--- config.mk ---
export PLATFORM = sky130hd
export DESIGN_NAME = i2c_alu_sequencer
export DESIGN_NICKNAME = d
export VERILOG_FILES = /design/src/rtl/i2c_alu_sequencer.sv
export SDC_FILE = /design/constraint.sdc
export NUM_CORES = 1
export LEC_CHECK = 0
export CORE_MARGIN = 3
export CORE_UTILIZATION = 40
export DETAILED_ROUTE_END_ITERATION = 6
export SETUP_SLACK_MARGIN = 0.02
export SKIP_CTS_REPAIR_TIMING = 1
export SLEW_MARGIN = 10
export SYNTH_ARGS = -nofsm -noshare
export SYNTH_HDL_FRONTEND = slang
export SYNTH_SLANG_ARGS = --single-unit
--- constraint.sdc ---
create_clock -name i_clk -period 4.7 [get_ports i_clk]
set_input_delay 1.175 -clock i_clk [delete_from_list [all_inputs] [get_ports i_clk]]
set_output_delay 1.175 -clock i_clk [all_outputs]
set_load 0.01 [all_outputs]
--- src/rtl/i2c_alu_sequencer.sv ---
// Job sequencer in front of an I2C master: reads operand A and operand B from two
// slaves, applies an 8-bit ALU op and writes the result to a third slave.
module i2c_alu_sequencer #(
  parameter logic [6:0]  P_ADDR_A  = 7'h20,
  parameter logic [6:0]  P_ADDR_B  = 7'h21,
  parameter logic [6:0]  P_ADDR_R  = 7'h22,
  parameter int unsigned P_TIMEOUT = 1023
) (
  input  logic       i_clk,
  input  logic       i_rst_n,
  input  logic       i_start,
  input  logic [1:0] i_op,
  output logic [7:0] o_addr_data,
  output logic       o_cmd,
  output logic       o_strobe,
  input  logic [7:0] i_rd_data,
  input  logic       i_done,
  input  logic       i_nack_addr,
  input  logic       i_nack_data,
  output logic       o_busy,
  output logic       o_done,
  output logic [7:0] o_result,
  output logic       o_carry,
  output logic [1:0] o_err
);

  typedef enum logic [3:0] {
    S_IDLE,
    S_RDA_REQ,
    S_RDA_WAIT,
    S_RDB_REQ,
    S_RDB_WAIT,
    S_CALC,
    S_WR_ADDR,
    S_WR_DATA,
    S_WR_WAIT,
    S_FIN
  } state_t;

  localparam logic [9:0] TIMEOUT_LIM = 10'(P_TIMEOUT);

  localparam logic [1:0] ERR_NONE     = 2'd0;
  localparam logic [1:0] ERR_NACK_ADR = 2'd1;
  localparam logic [1:0] ERR_NACK_DAT = 2'd2;
  localparam logic [1:0] ERR_TIMEOUT  = 2'd3;

  state_t     state, state_nxt;
  logic [1:0] op_q, op_nxt;
  logic [7:0] a_q, a_nxt;
  logic [7:0] b_q, b_nxt;
  logic [9:0] timer_q, timer_nxt;

  logic [7:0] addr_data_nxt;
  logic       cmd_nxt;
  logic       strobe_nxt;
  logic       busy_nxt;
  logic       done_nxt;
  logic [7:0] result_nxt;
  logic       carry_nxt;
  logic [1:0] err_nxt;

  logic [8:0] alu_out;
  logic       in_wait;

  // Bit 8 is the add carry, or the borrow of the 9-bit subtraction.
  always_comb begin
    alu_out = 9'd0;
    case (op_q)
      2'd0:    alu_out = {1'b0, a_q} + {1'b0, b_q};
      2'd1:    alu_out = {1'b0, a_q} - {1'b0, b_q};
      2'd2:    alu_out = {1'b0, a_q & b_q};
      default: alu_out = {1'b0, a_q ^ b_q};
    endcase
  end

  assign in_wait = (state == S_RDA_WAIT) || (state == S_RDB_WAIT) || (state == S_WR_WAIT);

  always_comb begin
    state_nxt     = state;
    op_nxt        = op_q;
    a_nxt         = a_q;
    b_nxt         = b_q;
    timer_nxt     = timer_q;
    addr_data_nxt = o_addr_data;
    cmd_nxt       = o_cmd;
    strobe_nxt    = 1'b0;
    busy_nxt      = o_busy;
    done_nxt      = 1'b0;
    result_nxt    = o_result;
    carry_nxt     = o_carry;
    err_nxt       = o_err;

    case (state)
      S_IDLE: begin
        if (i_start) begin
          op_nxt    = i_op;
          busy_nxt  = 1'b1;
          err_nxt   = ERR_NONE;
          state_nxt = S_RDA_REQ;
        end
      end

      S_RDA_REQ: begin
        strobe_nxt    = 1'b1;
        addr_data_nxt = {1'b0, P_ADDR_A};
        cmd_nxt       = 1'b1;
        timer_nxt     = 10'd0;
        state_nxt     = S_RDA_WAIT;
      end

      S_RDB_REQ: begin
        strobe_nxt    = 1'b1;
        addr_data_nxt = {1'b0, P_ADDR_B};
        cmd_nxt       = 1'b1;
        timer_nxt     = 10'd0;
        state_nxt     = S_RDB_WAIT;
      end

      S_CALC: begin
        result_nxt = alu_out[7:0];
        carry_nxt  = alu_out[8];
        state_nxt  = S_WR_ADDR;
      end

      S_WR_ADDR: begin
        strobe_nxt    = 1'b1;
        addr_data_nxt = {1'b0, P_ADDR_R};
        cmd_nxt       = 1'b0;
        state_nxt     = S_WR_DATA;
      end

      // Data strobe follows the address strobe on the very next cycle.
      S_WR_DATA: begin
        strobe_nxt    = 1'b1;
        addr_data_nxt = o_result;
        cmd_nxt       = 1'b0;
        timer_nxt     = 10'd0;
        state_nxt     = S_WR_WAIT;
      end

      S_RDA_WAIT, S_RDB_WAIT, S_WR_WAIT: begin
        if (i_nack_addr) begin
          err_nxt   = ERR_NACK_ADR;
          state_nxt = S_FIN;
        end else if (i_nack_data) begin
          err_nxt   = ERR_NACK_DAT;
          state_nxt = S_FIN;
        end else if (i_done) begin
          if (state == S_RDA_WAIT) begin
            a_nxt     = i_rd_data;
            state_nxt = S_RDB_REQ;
          end else if (state == S_RDB_WAIT) begin
            b_nxt     = i_rd_data;
            state_nxt = S_CALC;
          end else begin
            state_nxt = S_FIN;
          end
        end else if (timer_q >= TIMEOUT_LIM) begin
          err_nxt   = ERR_TIMEOUT;
          state_nxt = S_FIN;
        end else if (timer_q != 10'h3FF) begin
          timer_nxt = timer_q + 10'd1;
        end
      end

      S_FIN: begin
        done_nxt  = 1'b1;
        busy_nxt  = 1'b0;
        state_nxt = S_IDLE;
      end

      default: state_nxt = S_IDLE;
    endcase
  end

  always_ff @(posedge i_clk or negedge i_rst_n) begin
    if (!i_rst_n) begin
      state       <= S_IDLE;
      op_q        <= 2'd0;
      a_q         <= 8'd0;
      b_q         <= 8'd0;
      timer_q     <= 10'd0;
      o_addr_data <= 8'd0;
      o_cmd       <= 1'b0;
      o_strobe    <= 1'b0;
      o_busy      <= 1'b0;
      o_done      <= 1'b0;
      o_result    <= 8'd0;
      o_carry     <= 1'b0;
      o_err       <= 2'd0;
    end else begin
      state       <= state_nxt;
      op_q        <= op_nxt;
      a_q         <= a_nxt;
      b_q         <= b_nxt;
      timer_q     <= timer_nxt;
      o_addr_data <= addr_data_nxt;
      o_cmd       <= cmd_nxt;
      o_strobe    <= strobe_nxt;
      o_busy      <= busy_nxt;
      o_done      <= done_nxt;
      o_result    <= result_nxt;
      o_carry     <= carry_nxt;
      o_err       <= err_nxt;
    end
  end

endmodule

; ---- Word-level counts from Yosys, hierarchy flattened
; Index checks and enable logic that the tools add are counted.
; W data, S select, Z words.
[word_totals]
reg_bits = 55
latchBits = 0
ramBits = 0
romBits = 0
inputBits = 16
output_inout_bits = 23
word_cells = 89
n_memories = 0
[op_classes]
add_sub_neg = 3
multipliers = 0
div = 0
n_lt_le_gt_ge = 1
n_eq_ne = 21
n_shift = 0
mux = 27
n_bitwise = 5
n_reduce_logical = 19
[op_table]
columns = cell, count
row1 = $mux W10, 5
row2 = $pmux W8 S4, 1
row3 = $mux W4, 7
row4 = $pmux W4 S7, 1
row5 = $pmux W9 S3, 1
row6 = $pmux W10 S2, 1
row7 = $eq A4 B3 Y1 const B, 4
row8 = $ne A2 B2 Y1 const B, 6
row9 = $reduce_and A6 Y1, 2
row10 = $add A10 B1 Y10 const B, 1
row11 = $ge A10 B10 Y1 const B, 1
row12 = $mux W2, 5
row13 = $ne A10 B10 Y1 const B, 1
row14 = $add A8 B8 Y9, 1
row15 = $sub A8 B8 Y9, 1
row16 = $and A8 B8 Y8, 1
row17 = $eq A4 B2 Y1 const B, 2
row18 = $eq A4 B4 Y1 const B, 2
row19 = $ne A4 B4 Y1 const B, 2
row20 = $reduce_bool A2 Y1, 4
row21 = $xor A8 B8 Y8, 1
row22 = $reduce_and A2 Y1, 3
row23 = $reduce_or A3 Y1, 2
row24 = $ne A5 B5 Y1 const B, 1
row25 = 14 further kinds, 20

; ---- Logic depth before layout (Yosys ltp)
; Gate-level depths: netlist of the first run.
[logic_depth]
ltp_word = 7
depth_mapped = 13
mapped_depth_nobuf = 12

; ---- Least setup slack after synthesis of the first run
; Ideal clock, no wire load.
[synth_path]
path_type = reg2reg
startpoint = reg op_q[0]
endpoint = reg o_result[7]
setup_ns = 0.095
arrival_ns = 2.519
required_ns = 4.605
path_slack_ns = 2.085
path_stages_with_launch = 12
n_path_buf = 1
synth_period_minus_slack_ns = 2.615
path_cell_list = dfrtp_1 -> clkbuf_1 -> nand2b_1 -> o21ai_0 -> inv_1 -> ha_1 -> nor2b_1 -> o31a_1 -> o211ai_1 -> a21boi_0 -> o21a_1 -> o31ai_1
[synth_between]
elab_chain_len = 2
word_cells_on_any_way = 4
cone_classes = eq/ne: 2 / mux: 1 / reduce/logical: 1
[synth_lines]
columns = item, line_no
row1 = start: declaration, 48  ; logic [1:0] op_q, op_nxt;
row2 = start signal: assignment, 193  ; op_q <= op_nxt;
row3 = $eq A2 B2 Y1 (tied with other cells), 68  ; case (op_q)
row4 = $pmux W9 S3 *, 68
row5 = end signal: assignment, 202  ; o_result <= result_nxt;
row6 = end: declaration, 22  ; output logic [7:0] o_result,
; Mark *: on every way between the ends. The rest lies on a longest branch, timed or not.
; A chain may end at the register's enable or synchronous reset.

; ---- Final worst setup path of the first run
; Same ends and word-level chain as after synthesis.

==> results of run 1 <==
## worst max-delay path: stages, from the launching register on
cell      delay, ns
dfrtp_1        0.68
nand2b_1       0.26
o21ai_0        0.38
inv_1          0.09
ha_1           0.27
nor2b_1        0.14
o31a_1         0.29
o211ai_1       0.19
a21boi_0       0.14
o21a_1         0.19
o31ai_1        0.19
## cells by family (layout without fill, tap and decap cells)
| family | Yosys count | after routing |
|---|---|---|
| AO/OA/AOI/OAI | 84 | 84 |
| XOR/XNOR | 15 | 15 |
| adder cells (fa/ha/maj) | 19 | 19 |
| buffers and inverters | 26 | 59 |
| flip-flops | 55 | 55 |
| multiplexers | 26 | 26 |
| AND/OR/NAND/NOR | 110 | 110 |
## path summary, 6_finish.rpt
path                                      from                 endpoint  slack (ns)  depth (start not counted)
max                        op_q[0]$_DFFE_PN0P_  o_result[7]$_DFFE_PN0P_        1.79                         10
min                        o_carry$_DFFE_PN0P_      o_carry$_DFFE_PN0P_        0.50                          2
max reg2reg                op_q[0]$_DFFE_PN0P_  o_result[7]$_DFFE_PN0P_        1.79                         10
min reg2reg                o_carry$_DFFE_PN0P_      o_carry$_DFFE_PN0P_        0.50                          2
max in group asynchronous              i_rst_n     state[1]$_DFFE_PN0P_        3.04                          2
min in group asynchronous              i_rst_n   timer_q[7]$_DFFE_PN0P_        0.82                          1
## Yosys cell counts (3+ instances only)
library cell / number / share of area (%)
and3_1: 3 / 0.58
buf_2: 4 / 0.62
nand2b_1: 3 / 0.58
dfrtp_1: 55 / 42
nor2b_1: 6 / 1.2
ha_1: 18 / 6.9
xor2_1: 9 / 2.4
o21a_1: 3 / 0.69
xnor2_1: 6 / 1.6
inv_1: 12 / 1.4
mux2i_1: 7 / 2.2
clkbuf_1: 8 / 0.93
o21ai_0: 25 / 3.9
a22o_1: 11 / 3.0
a21oi_1: 20 / 3.1
nand3_1: 10 / 1.5
nor3_1: 10 / 1.5
nand2_1: 31 / 3.6
nor2_1: 28 / 3.2
o22ai_1: 3 / 0.58
mux2_2: 19 / 6.6
or2_2: 3 / 0.58
o31ai_1: 4 / 0.93
## sequential cells by signal, indices dropped and copies added (netlist names), 2 cells and up
signal / flops
b_q: 8
a_q: 8
o_addr_data: 8
state: 4
timer_q: 10
op_q: 2
o_result: 8
o_err: 2
## metrics by stage
| stage | area [µm²] | power [mW] | utilization, % | cells |
|---|---|---|---|---|
| final | 3790 | 2.92 | 48.6 | 470 |
| after floorplan | 3240 | 2.18 | - | 335 |
| after detailed placement | 3690 | 2.63 | 47.2 | 462 |
| after global routing | 3790 | 3.19 | 48.6 | 470 |
| after global placement | 3690 | 2.59 | 47.2 | 462 |
| after CTS | 3790 | 2.94 | 48.6 | 470 |
## per-layer routing
| layer | vias up | wire [µm] | GRT usage, % | share of wire (%) |
|---|---|---|---|---|
| li1 | 1268 | - | - | - |
| met1 | 1215 | 3330 | 22.0 | 49 |
| met2 | 51 | 3100 | 25.0 | 46 |
| met3 | 8 | 270 | 3.13 | 4.0 |
| met4 | 0 | 90 | 4.98 | 1.3 |
| met5 | - | 0 | 0 | 0 |
## power groups by stage
stage | Combinational (mW) | Clock [mW] | Sequential (mW)
after global routing | 1.99 | 0.319 | 0.885
after global placement | 1.74 | 0 | 0.857
after CTS | 1.78 | 0.302 | 0.852
final | 1.77 | 0.292 | 0.851
after floorplan | 1.41 | 0 | 0.777
after detailed placement | 1.77 | 0 | 0.863
## layout make-up
| cell class | instances | area [µm²] |
|---|---|---|
| Fill cell | 738 | 4020 |
| Multi-Input combinational cell | 254 | 1760 |
| Sequential cell | 55 | 1380 |
| Timing Repair Buffer | 39 | 383 |
| Tap cell | 102 | 128 |
| Clock buffer | 7 | 96.3 |
| Inverter | 12 | 45.0 |
| Clock inverter | 1 | 7.51 |
==> run_results.csv, run 1 <==
group,metric,value,unit
status,status,"complete, no violations",
sta,drv_slew,0,
placement,dp_hpwl,5.14,mm
synthesis,avgSynthCellArea,9.68,µm²
floorplanning,placementRows,32,
finish,final_common_cell,"dfrtp_1",
synthesis,synth_fp_nets,370,
finish,n_antenna_cell,0,
floorplanning,dieArea,9220,µm²
sta,fin_ws,1.79,ns
finish,drive_gt1_share,10.3,%
sta,period_minus_slack,2.91,ns
floorplanning,die_w,96.0,µm
synthesis,synth_edf_count,0,
route,first_iter_violations,85,
global_route,track_usage,15.9,%
placement,dp_slack,1.43,ns
setup_path,critical_path_class,"reg2reg",
global_route,grt_pass1_vias,2403,
synthesis,yosysWarnings,0,
global_route,antenna_found_initial,0,
worst_hold_path,hp-class,"reg2reg",
sta,slew_headroom,34.3,%
clock_network,cts_root_buffer,"clkbuf_8",
sta,setup_viol,0,
sta,fin_crit_sh,61.9,%
power_and_ir_drop,pwr-share-comb,60.8,%
clock_network,clock-sinks,55,
synthesis,yosysUniqueCellTypes,52,
sta,rsz0062_at_grt,"no",
synthesis,synthMuxAreaShare,8.76,%
power_and_ir_drop,vdd_drop_max,381,µV
synthesis,yosys.area_share.simple,16.6,%
setup_path,cp_max_fo,11,
clock_network,path_clk_slew,0.10,ns
synthesis,async_reset_ff_share,100,%
setup_path,crit_path_start_kind,"register",
synthesis,netlist_instances,335,
synthesis,syn_area,3240,µm²
placement,gp_congestion,0.787,
clock_network,clk_latency,0.32,ns
setup_path,required,4.93,ns
sta,worstMarginPinSlew,0.977,ns
finish,final_cell_mix,"dfrtp_1 (55), clkdlybuf4s50_1 (37), nand2_1 (31)",
sta,finClkSkew,0.00894,ns
global_route,grt_max_degree,35,
synthesis,synth-seq-cells,55,
route,via_per_inst,5.41,
sta,tns,0,ns
power_and_ir_drop,seq_power_share,29.2,%
synthesis,synthFlopType,"dfrtp_1",
power_and_ir_drop,swShare,44.3,%
route,wirelength,6.79,mm
floorplanning,coreArea,7810,µm²
floorplanning,pin_count,39,
route,vias,2542,
synthesis,ys_seq_area_share,42.4,%
sta,whs,0.502,ns
setup_path,critPathArrivalTime,3.14,ns
synthesis,synth-xor-area-share,4.05,%
global_route,overflow,0,
power_and_ir_drop,p_per_area,769,nW/µm²
power_and_ir_drop,leakagePower,1.68,nW
floorplanning,start_util,41.5,%
floorplanning,fp.dieH,96.0,µm
clock_network,ctsHtreeMaxLevel,2,
global_route,grt_first_pass_wirelength,11.6,mm
power_and_ir_drop,p_clk_share,10.0,%
clock_network,cts_tree,"yes",
placement,port_buffers,38,
sta,hold_viol,0,
route,drc,0,
route,antenna_left,0,
finish,layout.nets,402,
finish,area_growth,16.9,%
clock_network,clockBufferDepth,2,
setup_path,worstSetupEndpointType,"register",
synthesis,synth_top_family_by_area,"compound AO/OA/AOI/OAI gates",
flow_run,timing.max_cap.violations,0,
route,drt-pass1-iter-count,4,
power_and_ir_drop,p_int,1.63,mW
power_and_ir_drop,p_switching,1.29,mW
synthesis,synth_compound_area_share,17.2,%
synthesis,synthAdderAreaFrac,7.56,%
clock_network,cts_buffers,5,
route,route.detailed.wl_per_inst,14.4,µm
sta,maxClockFrequency,344,MHz
(Power assumes the default switching activity.)
==> run 2, diff against run 1 <==
- clock period: 4.7 -> 2.6 ns (I/O delays scaled with it)
==> run 2 against run 1 <==
Critical path depth increased by 2. Sequential power increased by 73%. Clock-buffer cell count increased by 1. Wire length increased by 0.49%. Utilization increased by 1.5 points. Cell count increased by 2.8%. First-iteration DRC count increased by 60%. Register-to-register slack got worse by 1.6 ns.
==> run_results.csv, run 2 (synthesis gave the netlist of run 1 again) <==
group,metric,value,unit
clock_network,path_clk_slew,0.10,ns
route,vias,2568,
sta,fin_crit_sh,91.6,%
global_route,antenna_found_initial,0,
worst_hold_path,hp-class,"in2async",
finish,final_cell_mix,"dfrtp_1 (55), clkdlybuf4s50_1 (37), nand2_1 (31)",
power_and_ir_drop,power.total,5.42,mW
finish,largest_reg_flops,10,
sta,finClkSkew,0.00564,ns
global_route,track_usage,15.9,%
clock_network,cts_root_buffer,"clkbuf_8",
setup_path,required,2.81,ns
sta,drv_slew,0,
placement,dp_hpwl,5.29,mm
floorplanning,fp.dieH,96.0,µm
power_and_ir_drop,p_per_area,1390,nW/µm²
placement,port_buffers,38,
route,via_per_inst,5.32,
clock_network,cts_buffers,5,
sta,tns,0,ns
finish,layoutNonFillerInstCount,483,
power_and_ir_drop,vdd_drop_max,728,µV
clock_network,clockBufferDepth,2,
global_route,overflow,0,
finish,largest-register,"timer_q",
clock_network,cts_tree,"yes",
setup_path,cp_max_fo,5,
sta,fin_ws,0.217,ns
route,route.detailed.wl_per_inst,14.1,µm
flow_run,timing.max_cap.violations,0,
floorplanning,start_util,41.5,%
setup_path,critPathArrivalTime,2.59,ns
floorplanning,die_w,96.0,µm
global_route,grt_first_pass_wirelength,11.7,mm
route,antenna_left,0,
clock_network,clk_latency,0.30,ns
sta,worstMarginPinSlew,0.613,ns
finish,layout.nets,415,
route,wirelength,6.82,mm
clock_network,clock-sinks,55,
status,status,"complete, no violations",
global_route,grt_max_degree,33,
placement,gp_congestion,0.853,
finish,drive_gt1_share,13.6,%
sta,setup_viol,0,
finish,final_common_cell,"dfrtp_1",
route,drc,0,
sta,slew_headroom,58.8,%
floorplanning,placementRows,32,
floorplanning,dieArea,9220,µm²
finish,area_growth,20.5,%
floorplanning,pin_count,39,
finish,n_antenna_cell,0,
route,drt-pass1-iter-count,5,
floorplanning,coreArea,7810,µm²
setup_path,crit_path_start_kind,"register",
sta,maxClockFrequency,420,MHz
sta,whs,0.326,ns
clock_network,ctsHtreeMaxLevel,2,
setup_path,worstSetupEndpointType,"register",
route,first_iter_violations,136,
sta,hold_viol,0,
placement,place_inst,473,
global_route,grt_pass1_vias,2451,
power_and_ir_drop,leakagePower,1.75,nW
placement,dp_slack,0.141,ns
sta,period_minus_slack,2.38,ns
setup_path,critical_path_class,"reg2reg",
run 2: report_power, final:
part | leakage [nW] | switching [mW] | internal, mW
clock network | 0.0515 | 0.269 | 0.244
logic | 0.981 | 1.74 | 1.71
registers | 0.721 | 0.336 | 1.13
total | 1.75 | 2.34 | 3.08
run 2: layout make-up:
cell class              count  area [µm²]
multi-input cells         254        1770
fillers                   742        3900
repair buffers             52         493
well taps                 102         128
flip-flops and latches     55        1380
inverters                  12        45.0
clock buffers               8         100
run 2: final timing paths:
check | from | endpoint | slack [ns] | cells after the start
max in group asynchronous | i_rst_n | b_q[2]$_DFFE_PN0P_ | 1.71 | 2
worst min-delay path | i_rst_n | state[3]$_DFFE_PN0P_ | 0.33 | 1
worst max register to register | b_q[0]$_DFFE_PN0P_ | o_result[7]$_DFFE_PN0P_ | 0.22 | 12
worst min register to register | o_carry$_DFFE_PN0P_ | o_carry$_DFFE_PN0P_ | 0.49 | 2
worst max-delay path | b_q[0]$_DFFE_PN0P_ | o_result[7]$_DFFE_PN0P_ | 0.22 | 12
min in group i_clk | o_carry$_DFFE_PN0P_ | o_carry$_DFFE_PN0P_ | 0.49 | 2
run 2: layer usage:
| metal | vias up | GRT usage [%] | part of all wire (%) |
|---|---|---|---|
| li1 | 1286 | - | - |
| met1 | 1232 | 23.1 | 51 |
| met2 | 40 | 24.4 | 45 |
| met3 | 10 | 3.21 | 3.1 |
| met4 | 0 | 3.55 | 1.0 |
| met5 | - | 0 | 0 |
run 2: through the flow:
step / utilization (%) / cell area [µm²]
after floorplan: - / 3240
after global placement: 48.5 / 3780
after detailed placement: 48.5 / 3780
after CTS: 49.7 / 3880
after global routing: 50.0 / 3910
final: 50.0 / 3910
run 2: critical path, cell delays in order, from the launching register on:
cell,delay [ns]
dfrtp_1,0.43
inv_1,0.07
ha_1,0.27
nand2_1,0.06
o21ai_2,0.08
inv_1,0.06
ha_1,0.26
nor2b_1,0.14
o31a_1,0.28
o211ai_1,0.17
a21boi_1,0.10
o21a_1,0.17
o31ai_1,0.20
